**src/rtl/vending_pkg.sv**
```systemverilog
// Shared types and helpers for the multi-coin vending controller.
// Coin values are parameters of the top, so coin_value() takes them as arguments.
package vending_pkg;

  typedef enum logic [1:0] {
    ST_IDLE    = 2'd0,
    ST_COLLECT = 2'd1,
    ST_VEND    = 2'd2,
    ST_CHANGE  = 2'd3
  } vm_state_e;

  localparam logic [1:0] COIN_SEL_0 = 2'd0;
  localparam logic [1:0] COIN_SEL_1 = 2'd1;
  localparam logic [1:0] COIN_SEL_2 = 2'd2;
  localparam logic [1:0] COIN_SEL_3 = 2'd3;

  function automatic int unsigned coin_value(input logic [1:0] sel,
                                             input int unsigned v0, input int unsigned v1,
                                             input int unsigned v2, input int unsigned v3);
    case (sel)
      COIN_SEL_0: coin_value = v0;
      COIN_SEL_1: coin_value = v1;
      COIN_SEL_2: coin_value = v2;
      default:    coin_value = v3;
    endcase
  endfunction

  function automatic int unsigned max4(input int unsigned a, input int unsigned b,
                                       input int unsigned c, input int unsigned d);
    int unsigned m;
    m = a;
    if (b > m) m = b;
    if (c > m) m = c;
    if (d > m) m = d;
    return m;
  endfunction

endpackage

```
**src/rtl/vm_change_dispenser.sv**
```systemverilog
// Change hopper interface: counts a loaded surplus down one UNIT per handshake.
// chg_valid is decoded from the counter, so it never drops without a handshake.
module vm_change_dispenser #(
  parameter int unsigned W    = 6,
  parameter int unsigned UNIT = 1
) (
  input  logic         clk,
  input  logic         rstn,
  input  logic         load,
  input  logic [W-1:0] load_value,
  output logic         chg_valid,
  input  logic         chg_ready,
  output logic [W-1:0] remaining,
  output logic         done
);

  localparam logic [W-1:0] UNIT_C = W'(UNIT);

  logic [W-1:0] cnt_q, cnt_d;

  assign chg_valid = (cnt_q != '0);
  assign remaining = cnt_q;
  // Asserted on the edge whose handshake empties the counter.
  assign done      = chg_valid && chg_ready && (cnt_q == UNIT_C);

  always_comb begin
    cnt_d = cnt_q;
    if (load) begin
      cnt_d = load_value;
    end else if (chg_valid && chg_ready) begin
      cnt_d = cnt_q - UNIT_C;
    end
  end

  always_ff @(posedge clk or negedge rstn) begin
    if (!rstn) begin
      cnt_q <= '0;
    end else begin
      cnt_q <= cnt_d;
    end
  end

endmodule

```
**src/rtl/vending_machine_multi.sv**
```systemverilog
// Coin-credit vending controller: four denominations, vend at PRICE, surplus as change.
// Optional refund on cancel is enabled by defining VM_CANCEL_EN.
module vending_machine_multi
  import vending_pkg::*;
#(
  parameter int unsigned CREDIT_W  = 6,
  parameter int unsigned PRICE     = 3,
  parameter int unsigned COIN0_VAL = 1,
  parameter int unsigned COIN1_VAL = 2,
  parameter int unsigned COIN2_VAL = 5,
  parameter int unsigned COIN3_VAL = 10,
  parameter int unsigned CHG_UNIT  = 1
) (
  input  logic                clk,
  input  logic                rstn,
  input  logic                coin_valid,
  input  logic [1:0]          coin_sel,
  output logic                coin_ready,
`ifdef VM_CANCEL_EN
  input  logic                cancel,
`endif
  output logic                vend,
  output logic                chg_valid,
  input  logic                chg_ready,
  output logic [CREDIT_W-1:0] credit,
  output logic                busy
);

  localparam int unsigned MAX_COIN = max4(COIN0_VAL, COIN1_VAL, COIN2_VAL, COIN3_VAL);
  localparam logic [CREDIT_W-1:0] PRICE_C = CREDIT_W'(PRICE);

  if (PRICE - 1 + MAX_COIN >= (2 ** CREDIT_W)) begin : g_chk_width
    $error("vending_machine_multi: CREDIT_W too small for PRICE and largest coin");
  end
  if ((PRICE % CHG_UNIT) != 0 || (COIN0_VAL % CHG_UNIT) != 0 || (COIN1_VAL % CHG_UNIT) != 0 ||
      (COIN2_VAL % CHG_UNIT) != 0 || (COIN3_VAL % CHG_UNIT) != 0) begin : g_chk_unit
    $error("vending_machine_multi: CHG_UNIT must divide PRICE and every coin value");
  end

  vm_state_e           state_q, state_d;
  logic [CREDIT_W-1:0] credit_q, credit_d;
  logic [CREDIT_W-1:0] coin_val, sum;
  logic                accept, cancel_req;
  logic                disp_load, disp_done;
  logic [CREDIT_W-1:0] disp_value, disp_remaining;

  assign coin_ready = (state_q == ST_IDLE) || (state_q == ST_COLLECT);
  assign busy       = (state_q == ST_VEND) || (state_q == ST_CHANGE);
  assign vend       = (state_q == ST_VEND);
  assign credit     = (state_q == ST_CHANGE) ? disp_remaining : credit_q;
  assign accept     = coin_valid && coin_ready;

  always_comb begin
    coin_val = CREDIT_W'(coin_value(coin_sel, COIN0_VAL, COIN1_VAL, COIN2_VAL, COIN3_VAL));
    sum      = accept ? (credit_q + coin_val) : credit_q;
  end

`ifdef VM_CANCEL_EN
  // A coin accepted alongside cancel is counted first, then refunded with the rest.
  assign cancel_req = cancel && coin_ready && (sum != '0);
`else
  assign cancel_req = 1'b0;
`endif

  always_comb begin
    state_d    = state_q;
    credit_d   = credit_q;
    disp_load  = 1'b0;
    disp_value = credit_q;
    case (state_q)
      ST_IDLE, ST_COLLECT: begin
        if (cancel_req) begin
          state_d    = ST_CHANGE;
          disp_load  = 1'b1;
          disp_value = sum;
          credit_d   = '0;
        end else if (accept) begin
          if (sum >= PRICE_C) begin
            state_d  = ST_VEND;
            credit_d = sum - PRICE_C;
          end else begin
            state_d  = ST_COLLECT;
            credit_d = sum;
          end
        end
      end
      ST_VEND: begin
        if (credit_q != '0) begin
          state_d    = ST_CHANGE;
          disp_load  = 1'b1;
          disp_value = credit_q;
          credit_d   = '0;
        end else begin
          state_d = ST_IDLE;
        end
      end
      ST_CHANGE: begin
        if (disp_done || (disp_remaining == '0)) begin
          state_d = ST_IDLE;
        end
      end
      default: state_d = ST_IDLE;
    endcase
  end

  always_ff @(posedge clk or negedge rstn) begin
    if (!rstn) begin
      state_q  <= ST_IDLE;
      credit_q <= '0;
    end else begin
      state_q  <= state_d;
      credit_q <= credit_d;
    end
  end

  vm_change_dispenser #(
    .W    (CREDIT_W),
    .UNIT (CHG_UNIT)
  ) u_disp (
    .clk        (clk),
    .rstn       (rstn),
    .load       (disp_load),
    .load_value (disp_value),
    .chg_valid  (chg_valid),
    .chg_ready  (chg_ready),
    .remaining  (disp_remaining),
    .done       (disp_done)
  );

endmodule
```
**config.mk**
```make
export PLATFORM = sky130hd
export DESIGN_NAME = vending_machine_multi
export DESIGN_NICKNAME = d
export VERILOG_FILES = /design/src/rtl/vending_pkg.sv /design/src/rtl/vm_change_dispenser.sv /design/src/rtl/vending_machine_multi.sv
export SDC_FILE = /design/constraint.sdc
export NUM_CORES = 1
export LEC_CHECK = 0
export ABC_CLOCK_PERIOD_IN_PS = 3850
export CAP_MARGIN = 30
export CORE_ASPECT_RATIO = 2
export CORE_UTILIZATION = 35
export CTS_CLUSTER_DIAMETER = 40
export CTS_CLUSTER_SIZE = 25
export DETAILED_ROUTE_END_ITERATION = 10
export SYNTH_ARGS = -nofsm -noshare
export SYNTH_HDL_FRONTEND = slang
export SYNTH_HIERARCHICAL = 1
export SYNTH_SLANG_ARGS = --single-unit
```
**constraint.sdc**
```tcl
create_clock -name clk -period 3.85 [get_ports clk]
set_input_delay 0.5775 -clock clk [delete_from_list [all_inputs] [get_ports clk]]
set_output_delay 0.5775 -clock clk [all_outputs]
set_load 0.1 [all_outputs]
```
Word level (Yosys, flattened, before mapping)
Cells that the tools add are included.
Storage, ports and cells
  bits in registers: 14
Operators by class
  reduce and logical (&&, ||, !) cells: 16
  muxes and demuxes: 16
  magnitude comparators: 1
  eq/ne operators: 9
  $add $sub $neg: 3
Operators with widths (count)
  $mux W6: 7
  $pmux W4 S3: 1
  $pmux W6 S2: 1
  $reduce_bool A6 Y1: 2
  $mux W2: 4
  $add A6 B6 Y6: 1
  $eq A2 B2 Y1 const B: 3
  $eq A6 B1 Y1 const B: 1
  $ge A6 B2 Y1 const B: 1
  $logic_not A6 Y1: 1
  $pmux W2 S3: 1
  $sub A6 B1 Y6 const B: 1
  $sub A6 B2 Y6 const B: 1
  $eq A2 B1 Y1 const B: 2
  $logic_not A2 Y1: 2
  $ne A2 B1 Y1 const B: 2
  $reduce_bool A2 Y1: 2
  $logic_and A1 B1 Y1: 3
  $logic_or A1 B1 Y1: 3
  $reduce_and A3 Y1: 1
  $mux W1: 2
  $ne A2 B2 Y1 const B: 1
  $reduce_and A2 Y1: 1
  $reduce_or A2 Y1: 1

Logic depth before layout (Yosys ltp)
Gate-level depths: netlist (run 1).
  depth in word-level cells: 8
  mapped depth: 12

Hierarchy
Netlist (run 1), hierarchy kept.
Modules (own cells, without submodules)
  vending_machine_multi: times used 1, area an instance 952.2 um2, cells an instance 107
  vm_change_dispenser: times used 1, area an instance 424.2 um2, cells an instance 50

Worst setup path after synthesis (run 1)
OpenSTA, ideal clock, no wires.
  path type: input-to-reg
  start point: in coin_sel[0]
  end point: reg credit_q[3]
  path buffers: 0
  stages: 12
  data arrival time: 2.847 ns
  setup slack: 0.881 ns
  library setup time: 0.122 ns
  path through: inv_1 ha_1 fa_1 and2_1 a21o_1 ha_1 or3b_1 o2bb2ai_2 o221ai_2 o41ai_4 nand2_4 a32o_1
On the way
  word-level cells in the longest chain between the ends: 8
  elaborated cells between the ends (all ways): 11
  classes of those cells: add/sub (2); order compare (1); eq/ne (2); mux (5); reduce/logical (1)
Ends and longest elaborated chain
  start: declaration: RTL line vending_machine_multi.sv:17  | input logic [1:0] coin_sel,
  $eq A2 B2 Y1, or another cell as far along: RTL line vending_pkg.sv:20  | case (sel)
  $pmux W4 S3 *: RTL line vending_pkg.sv:20
  $add A6 B6 Y6 *: RTL line vending_machine_multi.sv:55  | sum = accept ? (credit_q + coin_val) : credit_q;
  $mux W6 *: RTL line vending_machine_multi.sv:55
  $sub A6 B2 Y6 or $ge A6 B2 Y1 (tied branches): RTL line vending_machine_multi.sv:80, vending_machine_multi.sv:78
  $mux W6 *: RTL line vending_machine_multi.sv:78  | if (sum >= PRICE_C) begin
  $mux W6 *: RTL line vending_machine_multi.sv:77  | end else if (accept) begin
  $pmux W6 S2 *: RTL line vending_machine_multi.sv:70  | case (state_q)
  end signal: assignment: RTL line vending_machine_multi.sv:112  | credit_q <= credit_d;
  end: declaration: RTL line vending_machine_multi.sv:41  | logic [CREDIT_W-1:0] credit_q, credit_d;
Mark *: on every way between the ends. The rest lies on a longest branch, timed or not. The select of a mux whose other input is x is not followed.
A chain may end at the register's enable or synchronous reset.

Worst setup path in the final report (run 1)
  start point: in coin_sel[0]
  end point: reg credit_q[2]
The elaborated chain is that of the path after synthesis.

==> results.json, run 1 <==
{
  "status": "finished clean",
  "hold_violations": 0,
  "slowest_delay_ns": 0.48,
  "clock-sinks": 14,
  "hold_depth": 2,
  "drive_gt1_share_pct": 17.6,
  "synth-async-reset-ratio_pct": 100,
  "post_drt_wl_per_cell_um": 16.5,
  "crit_buf_inv": 2,
  "crit_type": "primary input to flip-flop",
  "syn-num-nets": 172,
  "fp-row-count": 31,
  "grt_max_degree": 15,
  "drtPass1Iterations": 4,
  "synth_edf_count": 0,
  "worstPathRequired_ns": 3.98,
  "cts_buffer_depth": 2,
  "drt_iter0_markers": 31,
  "ys_seq_area_share_pct": 25.5,
  "area_delta_synth_final_pct": 15.0,
  "drt_wl_total_um": 3620,
  "gr-total-overflow": 0,
  "ys_ff_latch": 14,
  "initial_utilization_pct": 37.4,
  "path_max_fanout": 5,
  "drv_slew": 0,
  "num_io_pins": 16,
  "routabilityCongestion": 0.915,
  "synthesis.area_um2": 1380,
  "n_antenna_cell": 0,
  "r2r_cells": 11,
  "finalSetupTns_ns": 0,
  "multiInputGateArea_um2": 948,
  "antenna_found_initial": 0,
  "crit_slowest_cell": "clkdlybuf4s50_1",
  "ant_nets": 0,
  "core_area_um2": 3680,
  "layout.cells.non_filler": 219,
  "fin_worst_skew_ns": 0.00234,
  "dr_total_vias": 1267,
  "final_cell_mix": "a21oi_1 (14), dfrtp_1 (14), nor2_1 (12), nand2_1 (12)",
  "grt_use_total_pct": 18.5,
  "avgSynthCellArea_um2": 8.77,
  "synthDistinctLibCells": 57,
  "first_global_vias": 1253,
  "synthCells": 157,
  "dp_hpwl_um": 2750,
  "cts_tree": "built",
  "rsz0062_at_grt": "false",
  "place_inst": 216,
  "worstSkewPairLatency_ns": 0.24,
  "cap_violations": 0,
  "die_y_um": 90.7,
  "path_clk_slew_ns": 0.05,
  "min_period_ns": 3.42,
  "hp-class": "flip-flop to flip-flop",
  "cts_setup_buffers": 0,
  "fin_nets": 187,
  "cp-start-kind": "primary input",
  "die_w_um": 46.3,
  "die_area_um2": 4200,
  "end_kind": "flip-flop",
  "h-tree-depth": 1,
  "port_buffers": 15,
  "fillers": 373,
  "worstPathArrival_ns": 3.55,
  "slew_headroom_pct": 35.1,
  "worstPathCellList": "clkdlybuf4s50_1 > inv_1 > ha_1 > fa_1 > and2_1 > a21o_1 > ha_1 > or3b_1 > o2bb2ai_2 > o221ai_2 > o41ai_4 > nand2_4 > a32o_1",
  "cp.depth": 13,
  "timing.critical_path.mode_cell": "ha_1",
  "worst_pin_slew_ns": 0.970,
  "vias_per_cell": 5.79,
  "setup_viol": 0,
  "critPathTopFamily": "adder cells",
  "cts_made_buffers": 3,
  "ys_warn_count": 6,
  "post_cts_resize_count": 0,
  "min_period_over_period_pct": 88.9,
  "grt_pass1_wl_um": 5810,
  "route.detailed.drc": 0,
  "register_area_um2": 350,
  "cts_hold_buffers": 0,
  "synthFlopType": "dfrtp_1",
  "cts-root-buf": "clkbuf_8",
  "fmax_mhz": 292
}
==> Yosys cell counts (2+ instances only) <==
master,count,area share [%]
nor4_1,2,0.91
xor2_1,5,3.2
and3_1,2,0.91
inv_1,9,2.5
or3_1,2,0.91
or4_1,2,1.1
xnor2_1,2,1.3
nor2_1,12,3.3
dfrtp_1,14,25
a22o_1,2,1.3
o21ai_0,6,2.2
buf_2,2,0.73
and2_1,2,0.91
ha_1,8,7.3
nand2b_1,3,1.4
o31ai_1,2,1.1
clkbuf_1,2,0.55
mux2_2,6,4.9
nand3_1,4,1.5
a31oi_1,2,0.91
a32o_1,3,2.2
a21oi_1,14,5.1
nor3_1,3,1.1
nor3b_1,2,1.1
nand3b_1,2,1.1
buf_6,2,1.6
nand2_1,12,3.3
==> kinds of logic after synthesis <==
family | Yosys count | share of synthesized area (%)
compound gates | 46 | 26.3
xor+xnor | 7 | 4.45
fa+ha+maj | 9 | 8.73
buf+inv | 16 | 5.64
flops | 14 | 25.5
mux | 7 | 5.91
simple gates | 58 | 23.5
==> layout make-up <==
cell class | count | share of cell area (%)
Clock buffer | 3 | 2.61
Timing Repair Buffer | 17 | 9.33
Multi-Input combinational cell | 127 | 59.9
Tap cell | 49 | 3.87
Sequential cell | 14 | 22.1
Inverter | 9 | 2.13
==> per-stage QoR <==
| stage | setup WS, ns | hold WS [ns] | utilization (%) | cell area (µm²) |
|---|---|---|---|---|
| 6_report | 0.426 | 0.662 | 43.0 | 1580 |
| 5_1_grt | 0.290 | 0.711 | 43.0 | 1580 |
| 4_1_cts | 0.463 | 0.660 | 43.0 | 1580 |
| 3_5_place_dp | 0.207 | 0.649 | 41.8 | 1540 |
| 3_3_place_gp | 0.291 | 0.637 | 41.8 | 1540 |
| 2_1_floorplan | 0.881 | 0.282 | - | 1380 |
==> worst paths after layout <==
| kind | to | slack, ns | startpoint |
|---|---|---|---|
| worst max-delay path | credit_q[2] | 0.43 | coin_sel[0] |
| worst min-delay path | state_q[0] | 0.66 | state_q[0] |
| worst max register to register | credit_q[2] | 0.78 | credit_q[0] |
| worst min register to register | state_q[0] | 0.66 | state_q[0] |
| max in group asynchronous | credit_q[3] | 2.70 | rstn |
| min in group asynchronous | u_disp/remaining[0] | 0.73 | rstn |
==> state kept, by name, indices dropped and copies added (netlist names) <==
register and count:
credit_q 6, state_q 2, u_disp/remaining 6
==> tightest hold or removal path, stage by stage, from the launching register on <==
cell	delay (ns)
dfrtp_1	0.39
o22ai_1	0.11
a21oi_1	0.12
==> metal layers <==
metal  vias to the layer above  global-route usage (%)  wire [µm]
met5                         -                       0          0
met4                         0                    8.82         57
met3                         8                    1.60        117
met2                        36                    33.9       2080
met1                       611                    19.0       1360
li1                        612                       -          -
Power of run 1 is not shown: default switching activity piles up to over one toggle a cycle in this logic, so the estimate is an artifact.
==> run 2, diff against run 1 <==
--- a/config.mk
+++ b/config.mk
@@ -7,11 +7,12 @@
 export LEC_CHECK = 0
 export ABC_CLOCK_PERIOD_IN_PS = 3850
 export CAP_MARGIN = 30
-export CORE_ASPECT_RATIO = 2
-export CORE_UTILIZATION = 35
+export CORE_MARGIN = 3
+export CORE_UTILIZATION = 56
 export CTS_CLUSTER_DIAMETER = 40
 export CTS_CLUSTER_SIZE = 25
 export DETAILED_ROUTE_END_ITERATION = 10
+export PLACE_DENSITY = 0.8
 export SYNTH_ARGS = -nofsm -noshare
 export SYNTH_HDL_FRONTEND = slang
 export SYNTH_HIERARCHICAL = 1
==> results.json, run 2 (synthesized netlist as in run 1, its figures left out) <==
{
  "status": "finished clean",
  "cts-root-buf": "clkbuf_4",
  "dr_total_vias": 1281,
  "fin_nets": 186,
  "rsz0062_at_grt": "false",
  "ant_nets": 0,
  "post_cts_resize_count": 0,
  "route.detailed.drc": 0,
  "num_io_pins": 16,
  "h-tree-depth": 1,
  "worstSkewPairLatency_ns": 0.30,
  "holdPathEnd": "u_disp/remaining[3]",
  "drv_slew": 0,
  "antenna_found_initial": 0,
  "worstPathArrival_ns": 3.52,
  "finalSetupTns_ns": 0,
  "worst_pin_slew_ns": 0.962,
  "hold_violations": 0,
  "path_clk_slew_ns": 0.09,
  "first_global_vias": 1154,
  "die_area_um2": 3090,
  "fp-row-count": 17,
  "final_area_um2": 1540,
  "grt_pass1_wl_um": 5550,
  "fin_worst_skew_ns": 0.0103,
  "dp_hpwl_um": 2490,
  "slew_headroom_pct": 35.6,
  "cts_buffer_depth": 2,
  "die_w_um": 55.6,
  "n_antenna_cell": 0,
  "setup_viol": 0,
  "hold_ws_ns": 0.643,
  "drt_wl_total_um": 3320,
  "rrSetupSlack_ns": 0.82,
  "hp-class": "flip-flop to flip-flop",
  "path_max_fanout": 5,
  "min_period_over_period_pct": 86.6,
  "regToRegStartpoint": "credit_q[0]",
  "drtPass1Iterations": 4,
  "area_delta_synth_final_pct": 12.2,
  "cts_tree": "built",
  "r2r_cells": 11,
  "r2r_end": "state_q[1]",
  "min_period_ns": 3.33,
  "routabilityCongestion": 0.851,
  "cts_hold_buffers": 0,
  "grt_max_degree": 15,
  "min-delay-start": "u_disp/remaining[3]",
  "initial_utilization_pct": 60.5,
  "fmax_mhz": 300,
  "die_y_um": 55.6,
  "clock-sinks": 14,
  "vias_per_cell": 6.47,
  "final_cell_mix": "a21oi_1 (14), dfrtp_1 (14), nor2_1 (12), nand2_1 (12), inv_1 (9)",
  "core_area_um2": 2280,
  "drive_gt1_share_pct": 17.6,
  "hold_depth": 2,
  "port_buffers": 15,
  "end_kind": "flip-flop",
  "place_area_um2": 1510,
  "cts_made_buffers": 3,
  "cap_violations": 0,
  "gr-total-overflow": 0,
  "cts_setup_buffers": 0,
  "grt_use_total_pct": 22.5,
  "cp-start-kind": "primary input",
  "crit_type": "primary input to flip-flop",
  "worstPathRequired_ns": 4.04,
  "post_drt_wl_per_cell_um": 16.8,
  "drt_iter0_markers": 39
}
-- run 2: cell count changes in the layout (fill, tap and decap cells not counted) --
cell | previous run | this run
clkbuf_8 | 3 | 1
buf_4 | 9 | 8
clkbuf_4 | 0 | 3
-- run 2: routing by layer --
metal	global-route usage [%]	up-vias	routed length, µm
met5	0	-	0
met2	32.9	52	1470
li1	-	610	-
met1	33.3	614	1550
met3	3.48	5	251
met4	8.33	0	48
-- run 2: worst max-delay path, stage by stage --
cell and delay, ns:
clkdlybuf4s50_1 0.48, inv_1 0.05, ha_1 0.21, fa_1 0.45, and2_1 0.16, a21o_1 0.15, ha_1 0.23, or3b_1 0.39
o2bb2ai_2 0.20, o221ai_2 0.14, o41ai_4 0.11, nand2_4 0.11, a22o_1 0.25
-- run 2: how the worst max path moves through the flow --
stage                            from          end  cells after the start
after detailed placement  coin_sel[0]  credit_q[3]                     13
after floorplan           coin_sel[0]  credit_q[3]                     12
final                     coin_sel[0]   state_q[1]                     13
after global placement    coin_sel[0]  credit_q[3]                     13
after global routing      coin_sel[0]   state_q[1]                     13
after CTS                 coin_sel[0]  credit_q[3]                     13
-- run 2: through the flow --
step	setup WS [ns]	std cells	utilization, %
after global routing	0.375	198	67.8
after detailed placement	0.220	194	66.2
after floorplan	0.881	157	-
after global placement	0.310	194	66.2
final	0.517	198	67.8
after CTS	0.553	198	67.8
-- run 2: area by class of cell --
type,instances,area (µm²)
well taps,28,35.0
clock buffers,4,36.3
repair buffers,16,140
fillers,199,732
flip-flops and latches,14,350
multi-input cells,127,948
inverters,9,33.8
Power of run 2 is left out for the same reason.
